### config.mk
export PLATFORM = sky130hd
export DESIGN_NAME = mem_port_arbiter
export DESIGN_NICKNAME = d
export VERILOG_FILES = /design/src/rtl/core_pkg.sv /design/src/rtl/mem_port_arbiter.sv
export SDC_FILE = /design/constraint.sdc
export NUM_CORES = 1
export LEC_CHECK = 0
export CORE_UTILIZATION = 35
export CTS_CLUSTER_DIAMETER = 80
export CTS_CLUSTER_SIZE = 16
export DETAILED_ROUTE_END_ITERATION = 16
export HOLD_SLACK_MARGIN = 0.08
export PLACE_DENSITY_LB_ADDON = 0.25
export SLEW_MARGIN = 5
export SYNTH_ARGS = -nofsm -noshare
export SYNTH_HDL_FRONTEND = slang
export SYNTH_SLANG_ARGS = --single-unit
### constraint.sdc
create_clock -name clk -period 4.4 [get_ports clk]
set_input_delay 0.88 -clock clk [delete_from_list [all_inputs] [get_ports clk]]
set_output_delay 0.88 -clock clk [all_outputs]
set_load 0.1 [all_outputs]
### src/rtl/core_pkg.sv
// rtl/core_pkg.sv - state and grant encodings shared by the memory port arbiter
package core_pkg;

    typedef enum logic [1:0] {
        IDLE    = 2'd0,
        RD_WAIT = 2'd1,
        DONE    = 2'd2
    } state_t;

    typedef enum logic {
        GNT_IF = 1'b0,
        GNT_D  = 1'b1
    } grant_t;

endpackage

### src/rtl/mem_port_arbiter.sv
// rtl/mem_port_arbiter.sv - shares one fixed-latency memory port between fetch and data requesters
module mem_port_arbiter
    import core_pkg::*;
#(
    parameter int ADDR_W  = 32,
    parameter int DATA_W  = 32,
    parameter int MEM_LAT = 1
) (
    input  logic              clk,
    input  logic              rst,
    input  logic              if_req,
    input  logic [ADDR_W-1:0] if_addr,
    output logic [DATA_W-1:0] if_rdata,
    output logic              if_valid,
    input  logic              d_req,
    input  logic              d_we,
    input  logic [ADDR_W-1:0] d_addr,
    input  logic [DATA_W-1:0] d_wdata,
    output logic [DATA_W-1:0] d_rdata,
    output logic              d_valid,
    output logic              stall,
    output logic              mem_en,
    output logic              mem_we,
    output logic [ADDR_W-1:0] mem_addr,
    output logic [DATA_W-1:0] mem_wdata,
    input  logic [DATA_W-1:0] mem_rdata
);

    localparam logic [3:0] LAT_INIT = 4'(MEM_LAT - 1);

    state_t     state, state_nxt;
    logic [3:0] cnt, cnt_nxt;
    grant_t     last_grant, owner, pick;
    logic       issue;
    logic       if_elig, d_elig;

    assign if_valid = (state == DONE) && (owner == GNT_IF);
    assign d_valid  = (state == DONE) && (owner == GNT_D);
    assign stall    = ~rst & ((if_req & ~if_valid) | (d_req & ~d_valid));

    // A requester's req is ignored in the cycle its own valid pulses.
    assign if_elig = if_req & ~if_valid;
    assign d_elig  = d_req & ~d_valid;

    always_comb begin
        state_nxt = state;
        cnt_nxt   = cnt;
        pick      = last_grant;
        issue     = 1'b0;
        mem_en    = 1'b0;
        mem_we    = 1'b0;
        mem_addr  = '0;
        mem_wdata = '0;

        if (if_elig && d_elig) begin
            pick = (last_grant == GNT_IF) ? GNT_D : GNT_IF;
        end else if (d_elig) begin
            pick = GNT_D;
        end else begin
            pick = GNT_IF;
        end

        case (state)
            IDLE: begin
                if (!rst && (if_elig || d_elig)) begin
                    issue     = 1'b1;
                    mem_en    = 1'b1;
                    mem_we    = (pick == GNT_D) && d_we;
                    mem_addr  = (pick == GNT_D) ? d_addr : if_addr;
                    mem_wdata = d_wdata;
                    if ((pick == GNT_D) && d_we) begin
                        state_nxt = DONE;
                    end else begin
                        state_nxt = RD_WAIT;
                        cnt_nxt   = LAT_INIT;
                    end
                end
            end
            RD_WAIT: begin
                if (cnt == 4'd0) begin
                    state_nxt = DONE;
                end else begin
                    cnt_nxt = cnt - 4'd1;
                end
            end
            DONE: begin
                state_nxt = IDLE;
            end
            default: begin
                state_nxt = IDLE;
            end
        endcase
    end

    always_ff @(posedge clk or posedge rst) begin
        if (rst) begin
            state      <= IDLE;
            cnt        <= 4'd0;
            last_grant <= GNT_IF;
            owner      <= GNT_IF;
            if_rdata   <= '0;
            d_rdata    <= '0;
        end else begin
            state <= state_nxt;
            cnt   <= cnt_nxt;
            if (issue) begin
                last_grant <= pick;
                owner      <= pick;
            end
            // Read data is valid on the last RD_WAIT cycle; hold it until the next capture.
            if ((state == RD_WAIT) && (cnt == 4'd0)) begin
                if (owner == GNT_IF) begin
                    if_rdata <= mem_rdata;
                end else begin
                    d_rdata <= mem_rdata;
                end
            end
        end
    end

endmodule

==> impl_results.md <==
- Status: finished, final reports clean
- Clk sinks: 71
- Vias: 3660
- Setup ws final: 713 ps
- Tightest Pin Transition: 1030 ps
- Post-DP HPWL: 9820 um
- Post-Syn Instances: 332
- Fmax: 271 MHz
- Initial antenna violation count: 0
- Min-delay worst type: register to register
- Mapped Nets: 467
- Tot GR Track Use: 23.2%
- Diode count: 0
- CTS resizes: 0
- CP Capture Type: output pin
- Clk slew on worst S/H paths: 70 ps
- Critical Path Max Stage Delay: 650 ps
- Ys async rst share: 100%
- Most frequent cells in the layout: 198 x clkdlybuf4s50_1, 71 x dfrtp_1, 67 x buf_12
- Worst-Skew Late Latency: 340 ps
- DR iter-0 viols: 163
- Drt first pass iters: 4
- Dominant synthesized flop cell: dfrtp_1
- Post-Route WL: 12500 um
- Post-layout min period: 3690 ps
- H-tree depth: 3
- RSZ-0062 raised after global routing: false
- Synth-to-Final Area Change: 98.5%
- Crit-path max FO: 34
- Finished Cell Area: 7220 um2
- Final period util: 83.8%
- Most common cell after layout, fill and taps aside: clkdlybuf4s50_1
- Crit Path Category: input port to output pin
- Max-Cap Viols: 0
- Largest net degree at the start of global routing: 72
- Remaining DRCs: 0
- CTS tree: done
- Syn. warnings: 0
- Finished Layout Cells: 726
- Setup WS pre-CTS: 728 ps
- Post-CTS Setup Inserts: 0
- CTS Buf Count: 9
- Initial core utilization: 36.7%
- Root buf cell: clkbuf_8
- Post-CTS Hold Buffers: 0
- Max stage delay cell, worst path: inv_1
- Vias in the first global route: 3679
- Slew Viols, Final: 0
- # setup viols final: 0
- Post-synthesis average cell area: 11.0 um2
- Filler instances: 718
- Synth area leaders: dfrtp_1 49%, mux2_2 19%, and2_1 5.7%
- DIE AREA: 10800 um2
- Crit start category: input port
- Final net count: 723
- Fin Clk Skew: 8.13 ps
- Placed cell area: 7030 um2
- Post-synth top area share: 48.9%
- Final hold violations: 0
- Seq cells post-synth: 71
- Avg WL per Cell: 17.3 um
- Seq/Total Area, Yosys: 48.9%
- Critical Path AT: 2810 ps
- Clock Path Buffers: 2
- Post-synth EDFFs: 0
- Die Span Y: 104 um
- Placed insts: 710
- Total grt overflow: 0
- Antenna Violating Nets Remaining: 0
- Data required, critical path: 3520 ps
- PortBufs: 265
- CP cell instances: clkdlybuf4s50_1, inv_1, o21ai_0, a21oi_1, buf_12
- Global placer's final weighted congestion: 0.808
- Synth Cell Area: 3640 um2
- Post-DR vias/cell: 5.04
- First-pass GRT wire length: 19700 um
- Max-slew headroom: 31.4%
- Dominant cell type by area after synthesis: dfrtp_1
- Fraction of layout cells with a size suffix above 1: 26.6%
- # IOs: 266
- Core area: 9910 um2
- Site Rows: 36
- Netlist cell types: 37
- Die width: 104 um
[final timing paths]
kind                         from      endpoint  slack, ps  depth (start not counted)
max reg2reg                cnt[0]   d_rdata[23]       2040                          5
min                        cnt[0]        cnt[0]        500                          1
max                         d_req  mem_addr[13]        710                          5
max in group asynchronous     rst         owner       2580                          3
min reg2reg                cnt[0]        cnt[0]        500                          1
min in group asynchronous     rst        cnt[0]       1240                          3
[state kept, by name, indices dropped and copies added, names as in the netlist]
| register | flops |
|---|---|
| cnt | 4 |
| d_rdata | 32 |
| if_rdata | 32 |
| owner | 1 |
| state | 2 |
[worst max-delay path: cells and delay by family]
family	cells	cell delay [ps]
AO/OA/AOI/OAI	2	550
buffers and inverters	3	1370
[cell type report]
type,instances,area [um2],area share [%]
well taps,133,166,2.31
clock buffers,11,151,2.10
repair buffers,270,3360,46.6
clock inverters,5,40.0,0.555
inverters,6,26.3,0.364
multi-input cells,230,1700,23.5
flip-flops and latches,71,1780,24.6
[metal layers]
| metal | wire, um | vias up | GRT usage (%) |
|---|---|---|---|
| li1 | - | 1686 | - |
| met1 | 4510 | 1786 | 25.8 |
| met2 | 6780 | 168 | 41.8 |
| met3 | 1030 | 20 | 7.64 |
| met4 | 235 | 0 | 7.14 |
| met5 | 0 | - | 0 |
[metrics by stage]
step | hold slack (ps) | util, % | setup TNS, ps
3_3_place_gp | 473 | 70.9 | 0
5_1_grt | 526 | 72.8 | 0
4_1_cts | 508 | 72.8 | 0
3_5_place_dp | 494 | 70.9 | 0
6_report | 499 | 72.8 | 0
2_1_floorplan | 455 | - | -2840
[synth_stat cells, types with 2 or more instances]
cell type and instances:
o21ai_0 32, o21a_1 2, clkbuf_1 16, inv_1 5, nor2_1 5, nand3_1 33, nand2_1 3, mux2_1 3
dfrtp_1 71, ha_1 2, mux2_2 61, and2_1 33, nor2b_1 3, o211ai_1 2, buf_2 2, buf_6 6
a21oi_1 33
[cell families (layout without fill, tap and decap cells)]
kind of cell,Yosys count,in the layout,synth area share (%)
and+or+nand+nor,87,87,13.8
adders and majority gates,2,2,0.688
DFF,71,71,48.9
muxes,65,65,20.2
AOI/OAI and AO/OA,76,76,11.8
buffers and inverters,31,292,4.61
Power is left out: the tool's default activity adds up to more than one toggle a clock period on the data nets, which glitch-free logic cannot reach.
